[src/rtl/hazard_ctrl_pkg.sv]
// Hazard control shared types: forward-select codes, shadow slot record,
// register-number width and the forward priority helper.
package hazard_ctrl_pkg;

  localparam int REG_W = 3;

  localparam logic [1:0] FWD_RF    = 2'b00;
  localparam logic [1:0] FWD_MEMWB = 2'b01;
  localparam logic [1:0] FWD_EXMEM = 2'b10;

  typedef struct packed {
    logic             valid;
    logic [REG_W-1:0] rd;
    logic             regwrite;
    logic             memread;
  } slot_t;

  // Youngest producer wins; a load still in EX never forwards
  // because the consumer is stalled instead.
  function automatic logic [1:0] fwd_sel(
    input logic ex_hit,
    input logic ex_memread,
    input logic mem_hit
  );
    if (ex_hit && !ex_memread) return FWD_EXMEM;
    if (mem_hit)               return FWD_MEMWB;
    return FWD_RF;
  endfunction

endpackage

[src/rtl/hazard_slot_match.sv]
// One shadow slot versus one ID source register.
// Ports: slot record, src number, used flag -> hit.
module hazard_slot_match
  import hazard_ctrl_pkg::*;
(
  input  slot_t            slot,
  input  logic [REG_W-1:0] src,
  input  logic             used,
  output logic             hit
);

  assign hit = slot.valid & slot.regwrite & used &
               (slot.rd == src);

endmodule

[src/rtl/hazard_ctrl.sv]
// Pipeline hazard unit: load-use stall, redirect flush, EX forward select.
// Ports: clk/rst, ID sources+dest, ex_redirect -> stall, flush,
// forwardA/B, stall_cnt. Macro HAZARD_FORWARD_EN enables forwarding.
module hazard_ctrl
  import hazard_ctrl_pkg::*;
(
  input  logic             clk,
  input  logic             rst,
  input  logic [REG_W-1:0] id_rs,
  input  logic [REG_W-1:0] id_rt,
  input  logic             id_rs_used,
  input  logic             id_rt_used,
  input  logic [REG_W-1:0] id_rd,
  input  logic             id_regwrite,
  input  logic             id_memread,
  input  logic             id_valid,
  input  logic             ex_redirect,
  output logic             stall,
  output logic             flush,
  output logic [1:0]       forwardA,
  output logic [1:0]       forwardB,
  output logic [15:0]      stall_cnt
);

  slot_t ex_q;
  slot_t mem_q;
  slot_t wb_q;
  slot_t ex_d;

  logic ex_rs_hit;
  logic ex_rt_hit;
  logic mem_rs_hit;
  logic mem_rt_hit;
  logic ex_hit;
  logic mem_hit;
  logic bubble;

  hazard_slot_match u_ex_rs (
    .slot (ex_q),
    .src  (id_rs),
    .used (id_rs_used),
    .hit  (ex_rs_hit)
  );

  hazard_slot_match u_ex_rt (
    .slot (ex_q),
    .src  (id_rt),
    .used (id_rt_used),
    .hit  (ex_rt_hit)
  );

  hazard_slot_match u_mem_rs (
    .slot (mem_q),
    .src  (id_rs),
    .used (id_rs_used),
    .hit  (mem_rs_hit)
  );

  hazard_slot_match u_mem_rt (
    .slot (mem_q),
    .src  (id_rt),
    .used (id_rt_used),
    .hit  (mem_rt_hit)
  );

  assign ex_hit  = ex_rs_hit | ex_rt_hit;
  assign mem_hit = mem_rs_hit | mem_rt_hit;

  assign flush = ex_redirect & ~rst;

`ifdef HAZARD_FORWARD_EN
  assign stall = ex_hit & ex_q.memread & id_valid &
                 ~flush & ~rst;
`else
  // Without bypass paths any in-flight producer must drain to WB.
  assign stall = (ex_hit | mem_hit) & id_valid &
                 ~flush & ~rst;
`endif

  assign bubble = stall | flush | ~id_valid;

  always_comb begin
    ex_d = '0;
    if (!bubble) begin
      ex_d.valid    = 1'b1;
      ex_d.rd       = id_rd;
      ex_d.regwrite = id_regwrite;
      ex_d.memread  = id_memread;
    end
  end

  always_ff @(posedge clk) begin
    if (rst) begin
      ex_q      <= '0;
      mem_q     <= '0;
      wb_q      <= '0;
      stall_cnt <= '0;
    end else begin
      ex_q  <= ex_d;
      mem_q <= ex_q;
      wb_q  <= mem_q;
      if (stall && stall_cnt != 16'hFFFF)
        stall_cnt <= stall_cnt + 16'd1;
    end
  end

`ifdef HAZARD_FORWARD_EN
  logic [1:0] fa_d;
  logic [1:0] fb_d;

  assign fa_d = bubble ? FWD_RF :
    fwd_sel(ex_rs_hit, ex_q.memread, mem_rs_hit);
  assign fb_d = bubble ? FWD_RF :
    fwd_sel(ex_rt_hit, ex_q.memread, mem_rt_hit);

  always_ff @(posedge clk) begin
    if (rst) begin
      forwardA <= FWD_RF;
      forwardB <= FWD_RF;
    end else begin
      forwardA <= fa_d;
      forwardB <= fb_d;
    end
  end
`else
  assign forwardA = FWD_RF;
  assign forwardB = FWD_RF;
`endif

  // WB slot only mirrors the pipeline; the register file
  // resolves its hazards by writing before reading.
  logic unused;
  assign unused = ^wb_q;

endmodule

[config.mk]
export PLATFORM = sky130hd
export DESIGN_NAME = hazard_ctrl
export DESIGN_NICKNAME = d
export VERILOG_FILES = /design/src/rtl/hazard_ctrl_pkg.sv /design/src/rtl/hazard_slot_match.sv /design/src/rtl/hazard_ctrl.sv
export SDC_FILE = /design/constraint.sdc
export NUM_CORES = 1
export LEC_CHECK = 0
export CORE_MARGIN = 3
export CORE_UTILIZATION = 53
export CTS_BUF_LIST = sky130_fd_sc_hd__clkbuf_8 sky130_fd_sc_hd__clkbuf_16
export DETAILED_ROUTE_END_ITERATION = 7
export DONT_BUFFER_PORTS = 1
export PLACE_DENSITY = 0.65
export SKIP_LAST_GASP = 1
export SYNTH_ARGS = -nofsm -noshare
export SYNTH_HDL_FRONTEND = slang
export SYNTH_SLANG_ARGS = --single-unit
export TNS_END_PERCENT = 1
[constraint.sdc]
create_clock -name clk -period 4.8 [get_ports clk]
set_input_delay 0.48 -clock clk [delete_from_list [all_inputs] [get_ports clk]]
set_output_delay 0.48 -clock clk [all_outputs]
set_load 0.01 [all_outputs]
* Word level (Yosys, flattened, before mapping)
Index checks and enable logic that the tools add are counted. W data, S select, Z words.
Word-level totals: bits in registers 26, bits in latches 0, memory bits (writable) 0, bits in read-only memories 0, input port bits 17, output and inout port bits 22, memories 0
Cells by class: $add $sub $neg 1, multiply operators 0, div/mod/pow operators 0, $lt $le $gt $ge 0, eq/ne operators 5, shifts and indexed selects 0, muxes and demuxes 1, bitwise logic cells 22, reductions and logical operators 2
Operators with widths (count):
- $add A16 B1 Y16 const B | 1
- $ne A16 B16 Y1 const B | 1
- $and A1 B1 Y1 | 14
- $eq A3 B3 Y1 | 4
- $mux W6 | 1
- $or A1 B1 Y1 | 5
- $not A1 Y1 | 3
- $reduce_or A2 Y1 | 1
- $logic_and A1 B1 Y1 | 1

* Longest topological paths before layout
Gate-level depths: netlist of the first run.
depth after elaboration 11, mapped depth 8, depth with buffers taken out 6

* Cells and area by module
A second synthesis of the first run with hierarchy kept.
Unflattened totals: cells, all modules 154, area, all modules 1376.3 sq um
By module, submodules not included:
- hazard_ctrl | times used 1, cells an instance 134, area each 1201.2 sq um, sequential area each 560.5 sq um
- hazard_slot_match | times used 4, cells an instance 5, area each 43.8 sq um, sequential area each 0.0 sq um

* Worst setup path after synthesis of the first run
Ideal clock, no wire load.
path kind in2reg, start in id_rs[0], end reg stall_cnt[11], library setup time 0.071 ns, data arrival time 1.933 ns, required time 4.729 ns, setup slack 2.796 ns, stages 6, path through xnor2_1 -> nand4_1 -> a211oi_4 -> o21ai_2 -> or4_1 -> a21oi_1
On the way: longest elaborated chain between the ends 8
Ends and longest elaborated chain:
- start: declaration | RTL line hazard_ctrl.sv:9 | input logic [REG_W-1:0] id_rs,
- $eq A3 B3 Y1 | RTL line hazard_slot_match.sv:13 | (slot.rd == src);
- $and A1 B1 Y1 | RTL line hazard_slot_match.sv:12 | assign hit = slot.valid & slot.regwrite & used &
- $or A1 B1 Y1, on equally long branches | RTL line hazard_ctrl.sv:66, hazard_ctrl.sv:67
- $or A1 B1 Y1 * | RTL line hazard_ctrl.sv:76 | assign stall = (ex_hit | mem_hit) & id_valid &
- $and A1 B1 Y1 * (2 in series) | RTL line hazard_ctrl.sv:76
- $and A1 B1 Y1 * | RTL line hazard_ctrl.sv:77 | ~flush & ~rst;
- $logic_and A1 B1 Y1 * | RTL line hazard_ctrl.sv:102 | if (stall && stall_cnt != 16'hFFFF)
- end signal: assignment | RTL line hazard_ctrl.sv:103 | stall_cnt <= stall_cnt + 16'd1;
- end: declaration | RTL line hazard_ctrl.sv:22 | output logic [15:0] stall_cnt
Every way passes the cells marked *; elsewhere a longest branch is shown, timed or not. A chain may end at the register's enable or synchronous reset.

* Worst setup path after layout of the first run
start reg ex_q[4] (netlist bit), end out stall
On the way: longest elaborated chain between the ends 7
Ends and longest elaborated chain:
- start: declaration | RTL line hazard_ctrl.sv:25 | slot_t ex_q;
- start signal: assignment | RTL line hazard_ctrl.sv:94 | ex_q <= '0;
- start signal: assignment | RTL line hazard_ctrl.sv:99 | ex_q <= ex_d;
- $eq A3 B3 Y1 | RTL line hazard_slot_match.sv:13
- $and A1 B1 Y1 | RTL line hazard_slot_match.sv:12
- $or A1 B1 Y1 * | RTL line hazard_ctrl.sv:66 | assign ex_hit = ex_rs_hit | ex_rt_hit;
- $or A1 B1 Y1 * | RTL line hazard_ctrl.sv:76
- $and A1 B1 Y1 * (2 in series) | RTL line hazard_ctrl.sv:76
- $and A1 B1 Y1 * | RTL line hazard_ctrl.sv:77
- end: declaration | RTL line hazard_ctrl.sv:18 | output logic stall,
Marked as above.

==> load_flow_metrics.sql, run 1 <==
INSERT INTO impl_metrics (metric_group, metric, value, unit) VALUES
('cts', 'cts_hold_buf', '0', ''),
('global_route', 'largest_net_degree_at_the_start_of_global_routing', '24', ''),
('global_route', 'use_met1', '18.72', '%'),
('synth', 'synth_compound_area_share', '16.62', '%'),
('status', 'run_status', 'finished, final reports clean', ''),
('die', 'fp.dieW', '55.29', 'µm'),
('synth', 'ys.warnings.count', '0', ''),
('cts', 'cts.sinks', '26', ''),
('timing', 'worst_slew_pin_slew', '0.5538', 'ns'),
('global_route', 'grtUsageMet2', '29.22', '%'),
('synth', 'synthDistinctLibCells', '34', ''),
('setup_path', 'required', '4.32', 'ns'),
('pwr', 'p_leak', '0.4278', 'nW'),
('synth', 'syn_area', '1287', 'µm²'),
('synth', 'combinational_family_with_the_most_area_after_synthesis', 'simple AND/OR/NAND/NOR gates', ''),
('route', 'wl_per_cell', '14.94', 'µm'),
('final_layout', 'areaGrowthSynthToFinish', '4.276', '%'),
('route', 'vias', '1039', ''),
('global_route', 'grt.overflow.total', '0', ''),
('die', 'floorplan.rows', '17', ''),
('synth', 'yosys-mux-area-fraction', '1.555', '%'),
('global_route', 'grt.met3_usage', '5.374', '%'),
('die', 'die_height', '55.29', 'µm'),
('synth', 'synthSimpleGateAreaFrac', '26.72', '%'),
('timing', 'report.final.setup_viol', '0', ''),
('pwr', 'power_per_cell_area', '276.2', 'nW/µm²'),
('synth', 'ys_async_rst_share', '0', '%'),
('timing', 'achievable-frequency', '473.1', 'MHz'),
('synth', 'synth-xor-area-share', '9.524', '%'),
('setup_path', 'timing.critical_path.max_delay_family', 'flip-flops', ''),
('synth', 'synth_flop_cell', 'dfxtp_1', ''),
('setup_path', 'timing.setup.critical_path_class', 'flip-flop to output port', ''),
('cts', 'number_of_buffers_inserted_to_repair_setup_after_cts', '0', ''),
('pwr', 'max-vdd-ir-drop', '0.1846', 'mV'),
('timing', 'finalCritPeriodShare', '44.04', '%'),
('synth', 'synthesis.instances', '145', ''),
('min_path', 'worstHoldEndpoint', 'mem_q[2]', ''),
('min_path', 'hold_path_depth', '1', ''),
('route', 'detail_route.first_pass.iterations', '4', ''),
('setup_path', 'r2r_end', 'stall_cnt[11]', ''),
('synth', 'avgSynthCellArea', '8.879', 'µm²'),
('cts', 'cts.reportedPaths.clkPinSlew', '0.09', 'ns'),
('global_route', 'first_global_vias', '1000', ''),
('cts', 'clock-root-buffer', 'clkbuf_8', ''),
('setup_path', 'cells_along_the_critical_path', 'xnor2_1, nand4_1, a211oi_4, nor2_1, inv_1', ''),
('die', 'start_util', '57.10', '%'),
('cts', 'cts_inserted_buffers', '3', ''),
('global_route', 'grt_busiest_layer', 'met2', ''),
('timing', 'drv_slew', '0', ''),
('synth', 'postSynthRegisterBits', '26', ''),
('setup_path', 'reg2reg_slack', '2.75', 'ns'),
('cts', 'cts-root-to-sink-buffers', '2', ''),
('setup_path', 'cpPeakStageDelay', '0.40', 'ns'),
('final_layout', 'diodes', '0', ''),
('placement', 'numPortBuffers', '0', ''),
('setup_path', 'crit_arrival', '1.63', 'ns'),
('setup_path', 'timing.critical_path.to_type', 'output port', ''),
('timing', 'finalHoldViolCount', '0', ''),
('placement', 'preCtsSetupSlack', '2.642', 'ns'),
('final_layout', 'nNetsFinal', '163', ''),
('final_layout', 'layout-drive-gt1-share', '6.944', '%'),
('synth', 'synth_enable_flop_cells', '0', ''),
('global_route', 'grt_antenna_before_repair', '0', ''),
('route', 'first_iter_violations', '29', ''),
('cts', 'cts.htree.levels', '1', ''),
('placement', 'global_placer_s_final_weighted_congestion', '0.8268', ''),
('route', 'drtAntennaViolNets', '0', ''),
('synth', 'synth_adder_area_share', '0.9718', '%'),
('pwr', 'p_total', '0.3708', 'mW'),
('setup_path', 'cp_slowest_cell', 'dfxtp_1', ''),
('synth', 'yosysSeqAreaShare', '40.43', '%');
==> cell usage after synthesis (2+ instances only) <==
master,instances,area [µm²]
o21ai_2,2,17.52
mux2i_1,2,20.02
a21oi_1,13,65.06
buf_4,4,30.03
o31ai_1,4,30.03
and3_1,3,18.77
or3_1,7,43.79
nand2_1,11,41.29
o21ai_1,6,30.03
or4_1,4,30.03
nand3_1,3,15.01
nor2b_1,6,37.54
dfxtp_1,26,520.5
xnor2_1,12,105.1
nor3_1,2,10.01
and2_1,4,25.02
nor2_1,8,30.03
xor2_1,2,17.52
and4_1,3,26.28
nand4_1,6,37.54
a211oi_4,2,40.04
clkbuf_1,3,11.26
==> worst register-to-register path: cells and delay by family, from the launching register on <==
kind                      cells  cell delay (ns)
AOI/OAI and AO/OA             3             0.70
DFF                           1             0.40
xor gates and xnor gates      1             0.14
and+or+nand+nor               2             0.75
==> logic make-up (layout without fill, tap and decap cells) <==
group | Yosys count | after routing
muxes | 2 | 2
DFF | 26 | 26
and+or+nand+nor | 61 | 61
AOI/OAI and AO/OA | 31 | 31
adders and majority gates | 1 | 1
other | 1 | 4
xor gates and xnor gates | 14 | 14
buffers and inverters | 9 | 5
==> flip-flops by register name (all words and copies together) (netlist names) <==
name / cells
stall_cnt: 16
ex_q: 5
mem_q: 5
==> stage by stage <==
stage	instances	instance area [µm²]	util, %	hold slack, ns
2_1_floorplan	148	1299	-	0.4379
3_3_place_gp	168	1287	57.10	0.4443
5_1_grt	172	1343	59.55	0.2559
6_report	172	1343	59.55	0.2707
4_1_cts	172	1343	59.55	0.2674
3_5_place_dp	168	1287	57.10	0.4563
==> per-layer routing <==
layer | vias to the layer above | routed length, µm | share of wire (%)
met5 | - | 0 | 0
met2 | 33 | 1241 | 48
met3 | 6 | 148 | 5.8
li1 | 511 | - | -
met1 | 489 | 1148 | 45
met4 | 0 | 31 | 1.2
==> cell type report <==
cell class | instances | area [µm²]
tap | 28 | 35.03
inverter | 1 | 3.754
multi-input combinational | 113 | 728.2
sequential | 26 | 520.5
fill | 222 | 912.1
clock buffer | 4 | 55.05
==> cell usage in the layout, fill, tap and decap left out <==
cell,instances
dfxtp_1,26
a21oi_1,13
xnor2_1,12
nand2_1,11
nor2_1,8
or3_1,7
nor2b_1,6
nand4_1,6
o21ai_1,6
o31ai_1,4
or4_1,4
and2_1,4
conb_1,4
clkbuf_8,4
and4_1,3
and3_1,3
nand3_1,3
a211oi_4,2
o21ai_2,2
nor3_1,2
mux2i_1,2
xor2_1,2
nand2_2,1
inv_1,1
nand4b_1,1
o21ba_1,1
or2_2,1
o21ai_0,1
nand3b_1,1
o2111ai_1,1
o211ai_1,1
ha_1,1
==> how the worst max path moves through the flow <==
stage | startpoint | endpoint | slack [ns] | cells past startpoint
after floorplan | id_rs[0] | stall_cnt[11] | 2.80 | 6
after global placement | id_rs[1] | stall_cnt[11] | 2.67 | 6
after detailed placement | id_rt[1] | stall_cnt[13] | 2.64 | 6
after CTS | ex_q[4] | stall | 2.67 | 5
after global routing | ex_q[4] | stall | 2.53 | 5
final | ex_q[4] | stall | 2.69 | 5
==> report_power, final <==
group	internal, mW	total (mW)	switching, mW
Clock	0.0732	0.138	0.0650
Combinational	0.00687	0.0137	0.00682
Sequential	0.218	0.219	0.00143
Total	0.298	0.371	0.0732
(Power assumes the default switching activity.)
==> run 2: changes to the inputs <==
clock period = 2.1 ns   (was 4.8 ns; I/O delays follow)
==> load_flow_metrics.sql, run 2 (synthesis gave the netlist of run 1 again) <==
INSERT INTO impl_metrics (metric_group, metric, value, unit) VALUES
('cts', 'tritoncts', 'built', ''),
('route', 'vias_per_std_cell', '5.950', ''),
('cts', 'cts.htree.levels', '1', ''),
('setup_path', 'required', '2.30', 'ns'),
('setup_path', 'worst-path-max-fanout', '14', ''),
('pwr', 'p_leak', '0.4680', 'nW'),
('final_layout', 'regMostFlops', 'stall_cnt', ''),
('final_layout', 'largest_registers', 'stall_cnt x16, ex_q x5, mem_q x5', ''),
('timing', 'fin_skew', '0.001826', 'ns'),
('timing', 'grt_setup_unrepaired', 'true', ''),
('global_route', 'largest_net_degree_at_the_start_of_global_routing', '15', ''),
('route', 'wl_per_cell', '14.86', 'µm'),
('setup_path', 'timing.rr.start', 'ex_q[3]', ''),
('timing', 'achievable-frequency', '476.7', 'MHz'),
('route', 'drtAntennaViolNets', '0', ''),
('setup_path', 'timing.reg2reg.worst_path_depth', '7', ''),
('setup_path', 'cp-startpoint', 'ex_q[3]', ''),
('timing', 'finalHoldViolCount', '0', ''),
('route', 'detail_route.first_pass.iterations', '4', ''),
('setup_path', 'crit_arrival', '2.29', 'ns'),
('setup_path', 'reg2reg_slack', '0.002', 'ns'),
('min_path', 'hold_path_class', 'input pin to flip-flop', ''),
('final_layout', 'diodes', '0', ''),
('setup_path', 'timing.critical_path.to_type', 'flip-flop', ''),
('route', 'first_iter_violations', '14', ''),
('die', 'ioPinCount', '39', ''),
('placement', 'dp_hpwl', '1.819', 'mm'),
('cts', 'clock-root-buffer', 'clkbuf_8', ''),
('setup_path', 'r2r_end', 'stall_cnt[5]', ''),
('global_route', 'wire_length_of_the_first_global_routing_pass', '4.457', 'mm'),
('die', 'full_die_area', '3056', 'µm²'),
('setup_path', 'timing.critical_path.from_type', 'flip-flop', ''),
('timing', 'layout_min_cycle_time', '2.098', 'ns'),
('status', 'run_status', 'finished, final reports clean', ''),
('run', 'maxcap_violations', '0', ''),
('final_layout', 'largest_register_ffs', '16', ''),
('global_route', 'grt_antenna_before_repair', '0', ''),
('timing', 'report.final.setup_viol', '0', ''),
('final_layout', 'areaGrowthSynthToFinish', '10.20', '%'),
('route', 'drc', '0', ''),
('die', 'fp.dieW', '55.29', 'µm'),
('route', 'vias', '1071', ''),
('pwr', 'p_total', '0.8144', 'mW'),
('global_route', 'global_route.usage.total', '17.91', '%'),
('placement', 'global_placer_s_final_weighted_congestion', '0.8146', ''),
('timing', 'setup-tns-final', '0', 'ns'),
('final_layout', 'layout-drive-gt1-share', '9.868', '%'),
('cts', 'cts.reportedPaths.clkPinSlew', '0.08', 'ns'),
('setup_path', 'timing.setup.critical_path_class', 'flip-flop to flip-flop', ''),
('timing', 'drv_slew', '0', ''),
('cts', 'cts_inserted_buffers', '3', ''),
('cts', 'clk-insertion-delay-late', '0.26', 'ns'),
('die', 'start_util', '57.10', '%'),
('setup_path', 'cp-endpoint', 'stall_cnt[5]', ''),
('timing', 'finalCritPeriodShare', '99.88', '%'),
('global_route', 'first_global_vias', '1016', ''),
('placement', 'numPortBuffers', '0', ''),
('final_layout', 'layout_commonest_cell', 'dfxtp_1', ''),
('cts', 'cts-root-to-sink-buffers', '2', ''),
('die', 'core_area', '2255', 'µm²'),
('route', 'drt_wl_total', '2.674', 'mm'),
('die', 'floorplan.rows', '17', ''),
('final_layout', 'nNetsFinal', '172', ''),
('pwr', 'max-vdd-ir-drop', '0.3912', 'mV'),
('die', 'die_height', '55.29', 'µm'),
('final_layout', 'final_cell_mix', '26 x dfxtp_1, 13 x a21oi_1, 12 x xnor2_1', ''),
('cts', 'cts.sinks', '26', ''),
('pwr', 'power_per_cell_area', '574.0', 'nW/µm²'),
('global_route', 'grt.overflow.total', '0', '');
[run 2: worst max-delay path, cell delays in order, from the launching register on]
cell      delay (ns)
dfxtp_1         0.34
xnor2_1         0.21
nand4_1         0.23
a211oi_4        0.38
buf_4           0.19
o21ai_4         0.12
or4_1           0.42
a21oi_1         0.15
[run 2: power by group]
part	internal (mW)	leakage [nW]	switching, mW
registers	0.497	0.210	0.00290
logic	0.0195	0.236	0.0225
clock network	0.128	0.0216	0.144
total	0.645	0.468	0.169
[run 2: how the worst min path moves through the flow]
| stage | from | endpoint | slack (ns) | depth (start not counted) |
|---|---|---|---|---|
| after floorplan | rst | mem_q[1] | 0.28 | 1 |
| after global placement | rst | stall_cnt[5] | 0.28 | 1 |
| after detailed placement | rst | stall_cnt[8] | 0.28 | 1 |
| after CTS | rst | stall_cnt[9] | 0.0005 | 1 |
| after global routing | rst | stall_cnt[10] | 0.0002 | 1 |
| final | rst | stall_cnt[10] | 0.005 | 1 |
[run 2: metal layers]
layer,global-route usage [%],vias to the layer above,routed length [µm],part of all wire [%]
li1,-,528,-,-
met1,22.04,491,1141,43
met2,27.87,43,1280,48
met3,4.673,9,175,6.5
met4,10.76,0,76,2.8
met5,0,-,0,0
[run 2: through the flow]
| stage | cells | setup slack, ns | hold WS, ns | utilization [%] | cell area [µm²] |
|---|---|---|---|---|---|
| floorplan | 148 | 0.2523 | 0.2816 | - | 1299 |
| global placement | 171 | 0.1268 | 0.2821 | 58.10 | 1310 |
| detailed placement | 171 | 0.07633 | 0.2842 | 58.10 | 1310 |
| CTS | 176 | 0.04976 | 0.0005493 | 60.82 | 1371 |
| global route | 180 | -0.05475 | 0.0002213 | 62.93 | 1419 |
| finish | 180 | 0.002451 | 0.005426 | 62.93 | 1419 |
[run 2: repair_timing]
item                                    in CTS  in global routing
hold buffers                                 2                  1
endpoints found under the setup margin       0                  5
buffers inserted                             0                  3
hold endpoints to repair                     9                  7
resized for setup                            0                  2
[run 2: cell type report]
class,instances,area [µm²]
Sequential cell,26,520.5
Fill cell,204,835.8
Inverter,1,3.754
Timing Repair Buffer,9,75.07
Tap cell,28,35.03
Clock buffer,3,41.29
Multi-Input combinational cell,113,743.2
